File: src/rtl/serial_subtractor_if.sv
// rtl/serial_subtractor_if.sv - start/done handshake and operand/result bus for the serial subtractor
interface serial_subtractor_if #(
    parameter int WIDTH = 8
);
    logic             start;
    logic [WIDTH-1:0] a;
    logic [WIDTH-1:0] b;
    logic             bin;
    logic             busy;
    logic             done;
    logic [WIDTH-1:0] diff;
    logic             bout;

    // Requester side: issues operands, watches status and result
    modport master (
        output start, a, b, bin,
        input  busy, done, diff, bout
    );

    // Subtractor side: accepts operands, returns status and result
    modport slave (
        input  start, a, b, bin,
        output busy, done, diff, bout
    );
endinterface

File: src/rtl/serial_subtractor.sv
// rtl/serial_subtractor.sv - bit-serial a - b - bin through a single full_subtractor slice
module full_subtractor (
    input  logic x,
    input  logic y,
    input  logic bi,
    output logic d,
    output logic bo
);
    // One-bit difference and borrow-out of x - y - bi
    always_comb begin
        d  = x ^ y ^ bi;
        bo = (~x & y) | (~(x ^ y) & bi);
    end
endmodule

module serial_subtractor #(
    parameter int WIDTH = 8
) (
    input  logic                 clk,
    input  logic                 rst_n,
    serial_subtractor_if.slave   bus
);
    localparam int CW = (WIDTH > 1) ? $clog2(WIDTH) : 1;
    localparam logic [CW-1:0] LAST = CW'(WIDTH - 1);

    typedef enum logic [1:0] {
        IDLE,
        RUN,
        DONE
    } state_t;

    state_t           state;
    logic [WIDTH-1:0] a_sh;
    logic [WIDTH-1:0] b_sh;
    logic [WIDTH-1:0] res_sh;
    logic             borrow_q;
    logic [CW-1:0]    count;
    logic             busy_q;
    logic             done_q;
    logic [WIDTH-1:0] diff_q;
    logic             bout_q;
    logic             slice_diff;
    logic             slice_bout;

    // The only arithmetic: LSBs of the operand shifters plus the carried borrow
    full_subtractor u_slice (
        .x  (a_sh[0]),
        .y  (b_sh[0]),
        .bi (borrow_q),
        .d  (slice_diff),
        .bo (slice_bout)
    );

    // Sequencer: latch operands, walk one bit per edge, publish on the last bit
    always_ff @(posedge clk or negedge rst_n) begin
        if (!rst_n) begin
            state    <= IDLE;
            a_sh     <= '0;
            b_sh     <= '0;
            res_sh   <= '0;
            borrow_q <= 1'b0;
            count    <= '0;
            busy_q   <= 1'b0;
            done_q   <= 1'b0;
            diff_q   <= '0;
            bout_q   <= 1'b0;
        end else begin
            case (state)
                IDLE: begin
                    done_q <= 1'b0;
                    if (bus.start) begin
                        a_sh     <= bus.a;
                        b_sh     <= bus.b;
                        borrow_q <= bus.bin;
                        count    <= '0;
                        busy_q   <= 1'b1;
                        state    <= RUN;
                    end
                end
                RUN: begin
                    res_sh   <= {slice_diff, res_sh[WIDTH-1:1]};
                    a_sh     <= a_sh >> 1;
                    b_sh     <= b_sh >> 1;
                    borrow_q <= slice_bout;
                    count    <= count + 1'b1;
                    if (count == LAST) begin
                        // The final bit goes straight into the published result
                        diff_q <= {slice_diff, res_sh[WIDTH-1:1]};
                        bout_q <= slice_bout;
                        busy_q <= 1'b0;
                        done_q <= 1'b1;
                        state  <= DONE;
                    end
                end
                DONE: begin
                    done_q <= 1'b0;
                    state  <= IDLE;
                end
                default: begin
                    busy_q <= 1'b0;
                    done_q <= 1'b0;
                    state  <= IDLE;
                end
            endcase
        end
    end

    assign bus.busy = busy_q;
    assign bus.done = done_q;
    assign bus.diff = diff_q;
    assign bus.bout = bout_q;
endmodule

File: src/flat_wrapper.sv
// flat-port wrapper written by rule: the top's interface ports become plain ports
module serial_subtractor_flat 
#(
    parameter int WIDTH = 8
)
  (clk, rst_n, bus_start, bus_a, bus_b, bus_bin, bus_busy, bus_done, bus_diff, bus_bout);
  serial_subtractor_if #(.WIDTH(WIDTH)) bus_i ();
  input  logic clk;
  input  logic rst_n;
  input wire logic [$bits(bus_i.start)-1:0] bus_start;
  input wire logic [$bits(bus_i.a)-1:0] bus_a;
  input wire logic [$bits(bus_i.b)-1:0] bus_b;
  input wire logic [$bits(bus_i.bin)-1:0] bus_bin;
  output wire logic [$bits(bus_i.busy)-1:0] bus_busy;
  output wire logic [$bits(bus_i.done)-1:0] bus_done;
  output wire logic [$bits(bus_i.diff)-1:0] bus_diff;
  output wire logic [$bits(bus_i.bout)-1:0] bus_bout;
  assign bus_i.start = bus_start;
  assign bus_i.a = bus_a;
  assign bus_i.b = bus_b;
  assign bus_i.bin = bus_bin;
  assign bus_busy = bus_i.busy;
  assign bus_done = bus_i.done;
  assign bus_diff = bus_i.diff;
  assign bus_bout = bus_i.bout;
  serial_subtractor #(.WIDTH(WIDTH)) u_core (.clk(clk), .rst_n(rst_n), .bus(bus_i));
endmodule
File: config.mk
export PLATFORM = sky130hd
export DESIGN_NAME = serial_subtractor_flat
export DESIGN_NICKNAME = d
export VERILOG_FILES = /design/src/rtl/serial_subtractor_if.sv /design/src/rtl/serial_subtractor.sv /design/src/flat_wrapper.sv
export SDC_FILE = /design/constraint.sdc
export NUM_CORES = 1
export LEC_CHECK = 0
export ABC_AREA = 1
export CAP_MARGIN = 20
export CORE_UTILIZATION = 48
export CTS_CLUSTER_DIAMETER = 60
export DETAILED_ROUTE_END_ITERATION = 6
export PLACE_DENSITY_LB_ADDON = 0.3
export SETUP_SLACK_MARGIN = 0.1
export SLEW_MARGIN = 10
export SYNTH_ARGS = -nofsm -noshare
export SYNTH_HDL_FRONTEND = slang
export SYNTH_SLANG_ARGS = --single-unit
File: constraint.sdc
create_clock -name clk -period 1.2 [get_ports clk]
set_clock_uncertainty 0.05 [all_clocks]
set_input_delay 0.24 -clock clk [delete_from_list [all_inputs] [get_ports clk]]
set_output_delay 0.24 -clock clk [all_outputs]
set_load 0.1 [all_outputs]
Yosys cells after proc, flatten, opt, wreduce, memory -nomap -nowiden
Index checks and enable logic that the tools add are counted.

operators by class
  add/subtract/negate cells = 1
  equal/unequal tests = 5
  multiplexer cells = 16
  bitwise logic cells = 8
  reduce and logical (&&, ||, !) cells = 6

operators by type and width
  operator                                                               number
  8-bit case mux with 2 select lines                                     2
  8-bit two-way mux                                                      2
  3-bit case mux with 2 select lines                                     1
  2-bit AND reduction                                                    3
  1-bit two-way mux                                                      5
  2-bit two-way mux                                                      2
  2-bit case mux with 2 select lines                                     1
  3-bit by 1-bit adder with 3-bit output, second input constant          1
  3-bit equality test, second input constant                             1
  3-bit two-way mux                                                      1
  1-bit NOT                                                              3
  1-bit case mux with 3 select lines                                     1
  3-bit AND reduction                                                    1
  1-bit AND                                                              2
  2-bit by 1-bit equality test with 1-bit output, second input constant  1
  2-bit equality test, second input constant                             1
  2-bit logical NOT                                                      1
  2-bit by 1-bit != test with 1-bit output, second input constant        1
  2-bit != test, second input constant                                   1
  1-bit case mux with 2 select lines                                     1
  2-bit nonzero test                                                     1
  1-bit bitwise XOR                                                      2
  1-bit OR                                                               1

word-level totals
  register bits after elaboration = 41
  input bits = 20
  output and inout bits = 11
  logic and storage cells = 46

Logic depth before layout (Yosys ltp)
Gate-level depths: netlist of run 1.

  depth in word-level cells = 5
  mapped depth = 7
  mapped depth without buffers = 6

Cells and area by module
From an unflattened synthesis of run 1, not the netlist that was laid out.

second synthesis, totals
  cell total of the unflattened synthesis = 233
  area, all modules = 1,909.3 sq um

by module, submodules not included
  module             instances  cells an instance  area an instance (sq um)  seq. area each (sq um)
  serial_subtractor  1          229                1,878.1                   1,001.0
  full_subtractor    1          4                  31.3                      0.0

Worst setup path before layout of run 1
No wires, ideal clock.

  path kind = register -> register
  start = register u_core.count[0]
  end = register u_core.diff_q[6] (netlist: u_core.bus.diff[6])
  setup time = 0.074 ns
  arrival = 1.224 ns
  data required time = 1.076 ns
  slack = -0.148 ns
  cell stages (with the launch flop) = 7
  buffers on the path = 1
  clock period less this slack = 1.348 ns
  cell sequence = dfrtp_1 -> ha_1 -> ha_1 -> nand2_4 -> buf_6 -> nand2_1 -> o21ai_2

on the way
  longest elaborated chain between the ends = 2

RTL lines
  what                           RTL line                 RTL
  start, declared                serial_subtractor.sv:37  logic [CW-1:0] count;
  start signal, assigned         serial_subtractor.sv:85  count <= count + 1'b1;
  3-bit equality test            serial_subtractor.sv:86  if (count == LAST) begin
  2-bit AND reduction (no line)  n/a
  end signal, assigned           serial_subtractor.sv:88  diff_q <= {slice_diff, res_sh[WIDTH-1:1]};
  end, declared                  serial_subtractor.sv:40  logic [WIDTH-1:0] diff_q;

No other way between the ends.
A chain may end at the register's enable or synchronous reset.

Final worst setup path of run 1
  start = register u_core.state[1]
  end = register u_core.a_sh[1]

on the way
  longest elaborated chain between the ends = 3
  elaborated cells on any way between the ends = 6
  classes of those cells = 2 x eq/ne; 1 x mux; 3 x reduce/logical

RTL lines
  what                                                                                 RTL line                 RTL
  start, declared                                                                      serial_subtractor.sv:32  state_t state;
  start signal, assigned                                                               serial_subtractor.sv:57  state <= IDLE;
  start signal, assigned                                                               serial_subtractor.sv:77  state <= RUN;
  start signal, assigned                                                               serial_subtractor.sv:92  state <= DONE;
  2-bit by 1-bit equality test with 1-bit output or 2-bit logical NOT (tied branches)  serial_subtractor.sv:68  case (state)
  2-bit nonzero test (no line) or 2-bit != test (tied branches)                        n/a
  2-bit AND reduction (no line)                                                        n/a
  end signal, assigned                                                                 serial_subtractor.sv:72  a_sh <= bus.a;
  end signal, assigned                                                                 serial_subtractor.sv:82  a_sh <= a_sh >> 1;
  end, declared                                                                        serial_subtractor.sv:33  logic [WIDTH-1:0] a_sh;

Several ways; a longest one is shown, not always the timed one.

==> impl_metrics.env, run 1 <==
export IMPL_ir_drop_mv=2.87
export IMPL_arrival_ns=1.46
export IMPL_grt_pass1_vias=2064
export IMPL_cts_reportedPaths_clkPinSlew_ns=0.08
export IMPL_p_clk_share_pct=8.6
export IMPL_clk_latency_ns=0.31
export IMPL_synthArstFlopShare_pct=100
export IMPL_syn_avg_cell_area_um2=8.55
export IMPL_synth_seq_cells=40
export IMPL_numClockSinks=40
export IMPL_dp_slack_ns=-0.183
export IMPL_ctsHtreeMaxLevel=2
export IMPL_syn_cell_area_mm2=0.00196
export IMPL_fin_crit_ns=1.32
export IMPL_p_per_area_mw_per_mm2=3220
export IMPL_rows=22
export IMPL_initial_utilization_pct=51.9
export IMPL_antenna_left=0
export IMPL_first_pass_iters=4
export IMPL_p_leak_nw=1.75
export IMPL_grt_pass1_wl_um=11000
export IMPL_antenna_found_initial=0
export IMPL_die_w_um=65.9
export IMPL_tns_ns=-2.48
export IMPL_crit_buf_inv=3
export IMPL_slew_viol_final=0
export IMPL_io_pins=31
export IMPL_cts_tree="built"
export IMPL_synth_top_area_share_pct=51.2
export IMPL_overflow=0
export IMPL_vias_per_cell=5.95
export IMPL_slew_headroom_pct=77.2
export IMPL_final_area_mm2=0.00357
export IMPL_cts_max_path_buffers=2
export IMPL_core_area_mm2=0.00377
export IMPL_critical_path_class="reg2reg"
export IMPL_yosysWarningCount=0
export IMPL_netSwitchingPower_mw=5.61
export IMPL_totalWireLength_um=8750
export IMPL_tightest_slew_ns=0.341
export IMPL_path_max_fanout=6
export IMPL_synthTopCellsByArea="dfrtp_1 (51%), nand3_1 (12%), nand2_1 (10%)"
export IMPL_grt_setup_unrepaired="true"
export IMPL_status="complete, but fails checks"
export IMPL_nets=332
export IMPL_violations="negative setup slack"
export IMPL_r2r_cells=7
export IMPL_syn_inst=229
export IMPL_place_congestion=0.778
export IMPL_areaGrowthSynthToFinish_pct=82.7
export IMPL_layout_commonest_cell="inv_1"
export IMPL_grtUsageTotal_pct=36.3
export IMPL_ys_seq_area_share_pct=51.2
export IMPL_via_count=2130
export IMPL_synth_edf_count=0
export IMPL_power_mw=11.5
export IMPL_worstPathRequired_ns=1.34
export IMPL_seq_power_share_pct=23.6
export IMPL_cts_root_buf="clkbuf_8"
export IMPL_wl_per_cell_um=24.4
export IMPL_drtIter0Drc=191
export IMPL_diodes=0
export IMPL_cp_depth=7
export IMPL_endpoint_kind="register"
export IMPL_hold_slack_ns=0.309
export IMPL_fin_crit_sh_pct=110
export IMPL_drc=0
export IMPL_die_h_um=65.9
export IMPL_yosys_area_top_type="dfrtp_1"
export IMPL_die_area_mm2=0.00434
export IMPL_cp_start_kind="register"
export IMPL_combinationalPowerShare_pct=67.8
export IMPL_path_cells="clkinv_4 -> buf_12 -> nand2_8 -> nand2_8 -> buf_12 -> nand3_2 -> nand2_1"
export IMPL_hold_viol=0
export IMPL_crit_slowest_cell="dfrtp_2"
export IMPL_final_cell_mix="inv_1 (36), nand2_1 (33), nand3_2 (32), dfrtp_1 (27), buf_4 (26)"
export IMPL_cts_made_buffers=5
export IMPL_layout_drive_gt1_share_pct=57.1
export IMPL_fmaxAchievable_mhz=760
export IMPL_synth_flop_cell="dfrtp_1"
export IMPL_cpPeakStageDelay_ns=0.40
export IMPL_hold_class="in2async"
export IMPL_synthDistinctLibCells=21
export IMPL_setup_violations=39
export IMPL_dp_hpwl_um=3020
export IMPL_setup_slack_ns=-0.116
export IMPL_grt_max_degree=29
export IMPL_portBuffers=30
export IMPL_cell_internal_pwr_mw=5.89
export IMPL_place_area_mm2=0.00269
export IMPL_drv_cap=0
export IMPL_cp_top_family="flip-flops"
export IMPL_netSwitchingFraction_pct=48.8
export IMPL_syn_nets=252
-- cells in the mapped netlist (2+ instances only) --
cell / count
buf_2: 3
buf_6: 7
dfrtp_1: 40
ha_1: 2
inv_1: 39
nand2_1: 54
nand2_4: 3
nand3_1: 47
nor2_1: 8
o21ai_0: 8
o21ai_2: 8
-- through the flow --
stage                     utilization, %  cells
after floorplan                        -    229
after global placement              71.4    319
after detailed placement            71.4    319
after CTS                           89.2    348
after global routing                94.8    358
final                               94.8    358
-- state kept, by name, indices dropped and copies added, names as in the netlist --
signal	cells
u_core.bus.busy	1
u_core.a_sh	8
u_core.count	3
u_core.b_sh	8
u_core.bus.bout	1
u_core.bus.done	1
u_core.res_sh	7
u_core.borrow_q	1
u_core.state	2
u_core.bus.diff	8
-- power groups by stage --
stage	Combinational, mW	Sequential [mW]	Clock (mW)
2_1_floorplan	2.15	3.54	0
3_3_place_gp	4.72	2.50	0
3_5_place_dp	4.86	2.54	0
4_1_cts	6.42	2.59	0.959
5_1_grt	8.08	2.72	1.04
6_report	7.80	2.72	0.984
-- area by class of cell --
| class | instances | area, um2 |
|---|---|---|
| tap | 48 | 60.1 |
| clock inverter | 1 | 7.51 |
| fill | 100 | 196 |
| timing repair buffer | 84 | 1100 |
| inverter | 41 | 159 |
| multi-input combinational | 137 | 1140 |
| sequential | 40 | 1020 |
| clock buffer | 7 | 86.3 |
-- layer usage --
metal	routed length, um	track usage, %	vias up
met2	4300	59.4	151
met4	487	20.9	0
met3	619	7.93	37
li1	-	-	876
met1	3340	43.8	1066
met5	0	0	-
-- worst paths after layout --
kind,startpoint,slack (ns),endpoint
worst max-delay path,u_core.state[1]$_DFFE_PN0P_,-0.12,u_core.a_sh[1]$_DFFE_PN0P_
worst min-delay path,rst_n,0.31,u_core.bus.busy$_DFFE_PN0P_
worst max register to register,u_core.state[1]$_DFFE_PN0P_,-0.12,u_core.a_sh[1]$_DFFE_PN0P_
worst min register to register,u_core.res_sh[4]$_DFFE_PN0P_,0.47,u_core.res_sh[4]$_DFFE_PN0P_
max in group asynchronous,rst_n,0.31,u_core.state[1]$_DFFE_PN0P_
min in group clk,u_core.res_sh[4]$_DFFE_PN0P_,0.47,u_core.res_sh[4]$_DFFE_PN0P_
-- timing repair --
action,in CTS,in global routing
endpoints found under the setup margin,49,51
resized for setup,76,34
endpoints found under the hold margin,12,0
setup buffers,12,10
pin swaps,18,13
cloned,8,0
hold buffers,1,0
-- logic make-up (layout without fill, tap and decap cells) --
kind of cell	count (synthesis)	in the layout	synth area share, %
AND/OR/NAND/NOR	114	115	26.5
adder cells (fa/ha/maj)	3	3	2.30
buffers and inverters	53	133	13.4
flip-flops	40	40	51.2
AO/OA/AOI/OAI	19	19	6.65
Note: power is estimated with default switching activity, not from simulation.
==> inputs of run 2 (changes only) <==
- CORE_UTILIZATION: 48 -> 53
- clock period: 1.2 -> 1.35 ns (I/O delays scaled with it)
==> run 2 against run 1 <==
  * The flow now finishes without violations
  * Sequential power shrank 17%
  * Die area shrank 9.2%
  * Critical path depth shrank 4
  * Critical path type unchanged
==> impl_metrics.env, run 2 (same netlist as run 1, synthesis figures left out) <==
export IMPL_status="completed"
export IMPL_hold_class="in2async"
export IMPL_dp_hpwl_um=2960
export IMPL_ir_drop_mv=1.86
export IMPL_nets=301
export IMPL_hold_viol=0
export IMPL_first_pass_iters=4
export IMPL_numClockSinks=40
export IMPL_grt_max_degree=27
export IMPL_path_max_fanout=2
export IMPL_final_cells=325
export IMPL_diodes=0
export IMPL_antenna_left=0
export IMPL_netSwitchingPower_mw=3.59
export IMPL_critical_path_class="reg2reg"
export IMPL_die_w_um=62.8
export IMPL_cts_made_buffers=5
export IMPL_tightest_slew_ns=0.393
export IMPL_layout_drive_gt1_share_pct=25.1
export IMPL_slew_viol_final=0
export IMPL_p_per_area_mw_per_mm2=2740
export IMPL_cell_internal_pwr_mw=3.94
export IMPL_drtIter0Drc=130
export IMPL_grt_pass1_vias=1627
export IMPL_vias_per_cell=5.30
export IMPL_die_h_um=62.8
export IMPL_cts_root_buf="clkbuf_8"
export IMPL_initial_utilization_pct=56.9
export IMPL_p_leak_nw=1.39
export IMPL_arrival_ns=1.49
export IMPL_worstPathRequired_ns=1.52
export IMPL_drc=0
export IMPL_fin_crit_ns=1.32
export IMPL_overflow=0
export IMPL_die_area_mm2=0.00394
export IMPL_r2r_slack_ns=0.03
export IMPL_cts_reportedPaths_clkPinSlew_ns=0.08
export IMPL_setup_slack_ns=0.0301
export IMPL_io_pins=31
export IMPL_p_clk_share_pct=11.0
export IMPL_cp_start_kind="register"
export IMPL_combinationalPowerShare_pct=59.0
export IMPL_core_area_mm2=0.00344
export IMPL_cp_endpoint="u_core.bus.diff[7]$_DFFE_PN0P_"
export IMPL_slew_headroom_pct=73.8
export IMPL_rows=21
export IMPL_dpl_cell_count=306
export IMPL_r2r_end="u_core.bus.diff[7]$_DFFE_PN0P_"
export IMPL_ctsHtreeMaxLevel=2
export IMPL_ff_latch_area_mm2=0.00101
export IMPL_grt_setup_unrepaired="true"
export IMPL_multi_input_area_um2=759
export IMPL_cts_tree="built"
export IMPL_netSwitchingFraction_pct=47.7
export IMPL_r2r_start="u_core.a_sh[0]$_DFFE_PN0P_"
export IMPL_wl_per_cell_um=16.0
export IMPL_setup_violations=0
export IMPL_dp_slack_ns=-0.0256
export IMPL_fillers=200
export IMPL_endpoint_kind="register"
export IMPL_fmaxAchievable_mhz=758
export IMPL_fin_crit_sh_pct=97.8
export IMPL_grtUsageTotal_pct=24.7
export IMPL_critPathLaunch="u_core.a_sh[0]$_DFFE_PN0P_"
export IMPL_via_count=1721
export IMPL_portBuffers=30
export IMPL_r2r_cells=3
export IMPL_seq_power_share_pct=29.9
export IMPL_cts_max_path_buffers=2
export IMPL_grt_pass1_wl_um=7500
export IMPL_tns_ns=0
export IMPL_layout_commonest_cell="nand2_1"
export IMPL_antenna_found_initial=0
export IMPL_totalWireLength_um=5210
export IMPL_drv_cap=0
export IMPL_final_cell_mix="nand2_1 (49), nand3_1 (47), inv_1 (37), dfrtp_1 (36), clkdlybuf4s50_1 (18)"
export IMPL_clk_latency_ns=0.30
export IMPL_place_congestion=0.800
export IMPL_areaGrowthSynthToFinish_pct=40.2
export IMPL_power_mw=7.52
## run 2: what timing repair did
item                       in CTS  in global routing
buffers inserted                1                  8
hold endpoints to repair       15                  0
cloned                          0                  1
setup endpoints to repair      33                 32
resized for setup               8                 13
hold buffers                    1                  0
pin swaps                       0                  2
## run 2: worst min path at each step
stage	end	slack, ns
3_3_place_gp	u_core.bus.diff[0]$_DFFE_PN0P_	0.17
2_1_floorplan	u_core.a_sh[0]$_DFFE_PN0P_	-0.08
6_report	u_core.a_sh[0]$_DFFE_PN0P_	0.37
3_5_place_dp	u_core.bus.diff[0]$_DFFE_PN0P_	0.17
5_1_grt	u_core.a_sh[0]$_DFFE_PN0P_	0.40
4_1_cts	u_core.res_sh[1]$_DFFE_PN0P_	0.39
## run 2: area by class of cell
cell class,instances,share of cell area [%]
flip-flops and latches,40,36.7
well taps,46,2.10
multi-input cells,136,27.7
inverters,41,5.79
repair buffers,54,24.5
clock buffers,8,3.28
## run 2: metrics by stage
| stage | hold slack (ns) | area [um2] | util (%) |
|---|---|---|---|
| after floorplan | -0.0756 | 1980 | - |
| after global placement | 0.166 | 2490 | 72.3 |
| after global routing | 0.400 | 2740 | 79.7 |
| after CTS | 0.387 | 2620 | 76.2 |
| final | 0.369 | 2740 | 79.7 |
| after detailed placement | 0.168 | 2490 | 72.3 |
## run 2: metal layers
metal | share of wire, % | vias up | wire [um] | global-route usage, %
met4 | 4.3 | 0 | 225 | 9.59
li1 | - | 809 | - | -
met2 | 50 | 73 | 2600 | 39.9
met1 | 40 | 815 | 2080 | 31.2
met5 | 0 | - | 0 | 0
met3 | 5.8 | 24 | 300 | 7.12
## run 2: worst max-delay path, cell delays in order, from the launching register on
cell     delay, ns
dfrtp_1       0.42
fa_1          0.58
inv_2         0.06
o21ai_2       0.13
## run 2: power by group through the flow
stage	Combinational [mW]	Sequential, mW	Clock (mW)
after floorplan	1.75	3.07	0
after global placement	3.80	2.17	0
after detailed placement	3.93	2.21	0
after CTS	4.01	2.22	0.837
after global routing	4.75	2.30	0.885
final	4.44	2.25	0.831
==> inputs of run 3 (changes only) <==
- CORE_UTILIZATION: 53 -> 55
- CTS_BUF_LIST: not set -> sky130_fd_sc_hd__clkbuf_8
==> run 3 against run 2 <==
  * Sequential share of layout area decreased by 2.2 points
  * Via count increased by 4.9%
  * Design area increased by 6.5%
  * Sequential power increased by 2%
  * First-iteration DRC count increased by 7.7%
  * Hold slack improved by 0.050 ns
  * Fmax increased by 2.2%
  * Total power increased by 5.2%
  * Routed wire length increased by 9.0%
  * Core utilization increased by 7.2 points
  * Largest power group unchanged
==> impl_metrics.env, run 3 (same netlist as run 1, synthesis figures left out) <==
export IMPL_status="completed"
export IMPL_tightest_slew_ns=0.223
export IMPL_areaGrowthSynthToFinish_pct=49.4
export IMPL_r2r_start="u_core.state[1]$_DFFE_PN0P_"
export IMPL_hold_viol=0
export IMPL_r2r_end="u_core.a_sh[1]$_DFFE_PN0P_"
export IMPL_worstPathRequired_ns=1.47
export IMPL_cts_root_buf="clkbuf_8"
export IMPL_slew_headroom_pct=85.2
export IMPL_io_pins=31
export IMPL_ctsHtreeMaxLevel=2
export IMPL_rows=21
export IMPL_cts_made_buffers=5
export IMPL_die_area_mm2=0.00380
export IMPL_layout_drive_gt1_share_pct=33.9
export IMPL_tns_ns=0
export IMPL_grt_setup_unrepaired="true"
export IMPL_path_cells="clkinv_4 -> buf_12 -> nand2_8 -> buf_4 -> nand3_1 -> nand2_1"
export IMPL_layout_commonest_cell="nand2_1"
export IMPL_final_area_mm2=0.00292
export IMPL_totalWireLength_um=5680
export IMPL_first_pass_iters=4
export IMPL_p_per_area_mw_per_mm2=2710
export IMPL_cp_top_family="flip-flops"
export IMPL_fmaxAchievable_mhz=774
export IMPL_drv_cap=0
export IMPL_cts_reportedPaths_clkPinSlew_ns=0.07
export IMPL_initial_utilization_pct=58.2
export IMPL_p_leak_nw=1.47
export IMPL_grtUsageTotal_pct=27.6
export IMPL_antenna_left=0
export IMPL_crit_slowest_cell="dfrtp_2"
export IMPL_place_congestion=0.803
export IMPL_arrival_ns=1.42
export IMPL_hold_class="in2async"
export IMPL_fillers=170
export IMPL_grt_max_degree=41
export IMPL_cts_max_path_buffers=2
export IMPL_cp_start_kind="register"
export IMPL_wl_per_cell_um=17.6
export IMPL_nets=300
export IMPL_via_count=1806
export IMPL_dp_hpwl_um=2860
export IMPL_dp_slack_ns=-0.0308
export IMPL_grt_pass1_wl_um=7290
export IMPL_r2r_slack_ns=0.06
export IMPL_r2r_cells=6
export IMPL_overflow=0
export IMPL_vias_per_cell=5.59
export IMPL_cts_tree="built"
export IMPL_diodes=0
export IMPL_fin_crit_sh_pct=95.7
export IMPL_path_max_fanout=8
export IMPL_numClockSinks=40
export IMPL_drc=0
export IMPL_portBuffers=30
export IMPL_die_h_um=61.7
export IMPL_endpoint_kind="register"
export IMPL_final_cells=323
export IMPL_grt_pass1_vias=1580
export IMPL_clk_latency_ns=0.29
export IMPL_setup_violations=0
export IMPL_antenna_found_initial=0
export IMPL_core_area_mm2=0.00336
export IMPL_ir_drop_mv=1.97
export IMPL_cpPeakStageDelay_ns=0.46
export IMPL_dpl_cell_count=307
export IMPL_drtIter0Drc=140
export IMPL_place_area_mm2=0.00251
export IMPL_fin_crit_ns=1.29
export IMPL_final_cell_mix="nand2_1 (42), inv_1 (38), dfrtp_1 (36), nand3_1 (33)"
export IMPL_die_w_um=61.7
export IMPL_crit_buf_inv=3
export IMPL_slew_viol_final=0
export IMPL_critical_path_class="reg2reg"
export IMPL_setup_slack_ns=0.0583
## run 3: cell count changes in the layout (fill, tap and decap cells not counted), moves of 2 or more
cell      before  now
clkbuf_1       2    0
o21ai_2        8   10
nand3_1       47   33
nand2_8        2    4
buf_12        16   18
nand2_2        2    4
nand2_1       49   42
buf_4         16   11
nand3_2        0   13
nand2_4        5    8
o21ai_1        3    1
## run 3: per-layer routing
| layer | vias up | track usage (%) | part of all wire, % |
|---|---|---|---|
| li1 | 809 | - | - |
| met1 | 887 | 36.4 | 37 |
| met2 | 93 | 44.1 | 51 |
| met3 | 17 | 5.46 | 7.7 |
| met4 | 0 | 12.7 | 3.5 |
| met5 | - | 0 | 0 |
## run 3: cell type report
type	instances	area [um2]	area share [%]
flip-flops and latches	40	1010	34.4
multi-input cells	136	910	31.1
repair buffers	53	713	24.4
inverters	41	159	5.44
clock buffers	5	68.8	2.35
well taps	46	57.6	1.97
clock inverters	2	8.76	0.300
## run 3: how the worst max path moves through the flow
stage / startpoint / end / cells after the start
after floorplan: u_core.count[0]$_DFFE_PN0P_ / u_core.bus.diff[6]$_DFFE_PN0P_ / 6
after global placement: bus_start / u_core.b_sh[7]$_DFFE_PN0P_ / 5
after detailed placement: bus_start / u_core.b_sh[1]$_DFFE_PN0P_ / 6
after CTS: u_core.borrow_q$_DFFE_PN0P_ / u_core.res_sh[7]$_DFFE_PN0P_ / 4
after global routing: u_core.state[1]$_DFFE_PN0P_ / u_core.b_sh[3]$_DFFE_PN0P_ / 7
final: u_core.state[1]$_DFFE_PN0P_ / u_core.a_sh[1]$_DFFE_PN0P_ / 6
## run 3: worst reg2reg max path, stage by stage (launching register included)
cell,delay (ns)
dfrtp_2,0.46
clkinv_4,0.09
buf_12,0.13
nand2_8,0.08
buf_4,0.18
nand3_1,0.11
nand2_1,0.08
## run 3: power by group
group	internal (mW)	switching [mW]
combinational	1.94	2.94
clock	0.344	0.391
sequential	1.77	0.527
## run 3: repair_timing
action,CTS,global route
cloned,1,1
resized for setup,11,46
endpoints found under the setup margin,31,36
hold buffers,1,0
hold endpoints to repair,40,0
pin swaps,3,8
buffers inserted,2,4
## run 3: metrics by stage
stage / hold WS (ns) / util, % / total power [mW]
2_1_floorplan: -0.0756 / - / 4.82
3_3_place_gp: 0.207 / 74.6 / 6.04
3_5_place_dp: 0.208 / 74.6 / 6.18
4_1_cts: 0.438 / 79.5 / 7.11
5_1_grt: 0.470 / 86.9 / 8.30
6_report: 0.419 / 86.9 / 7.91
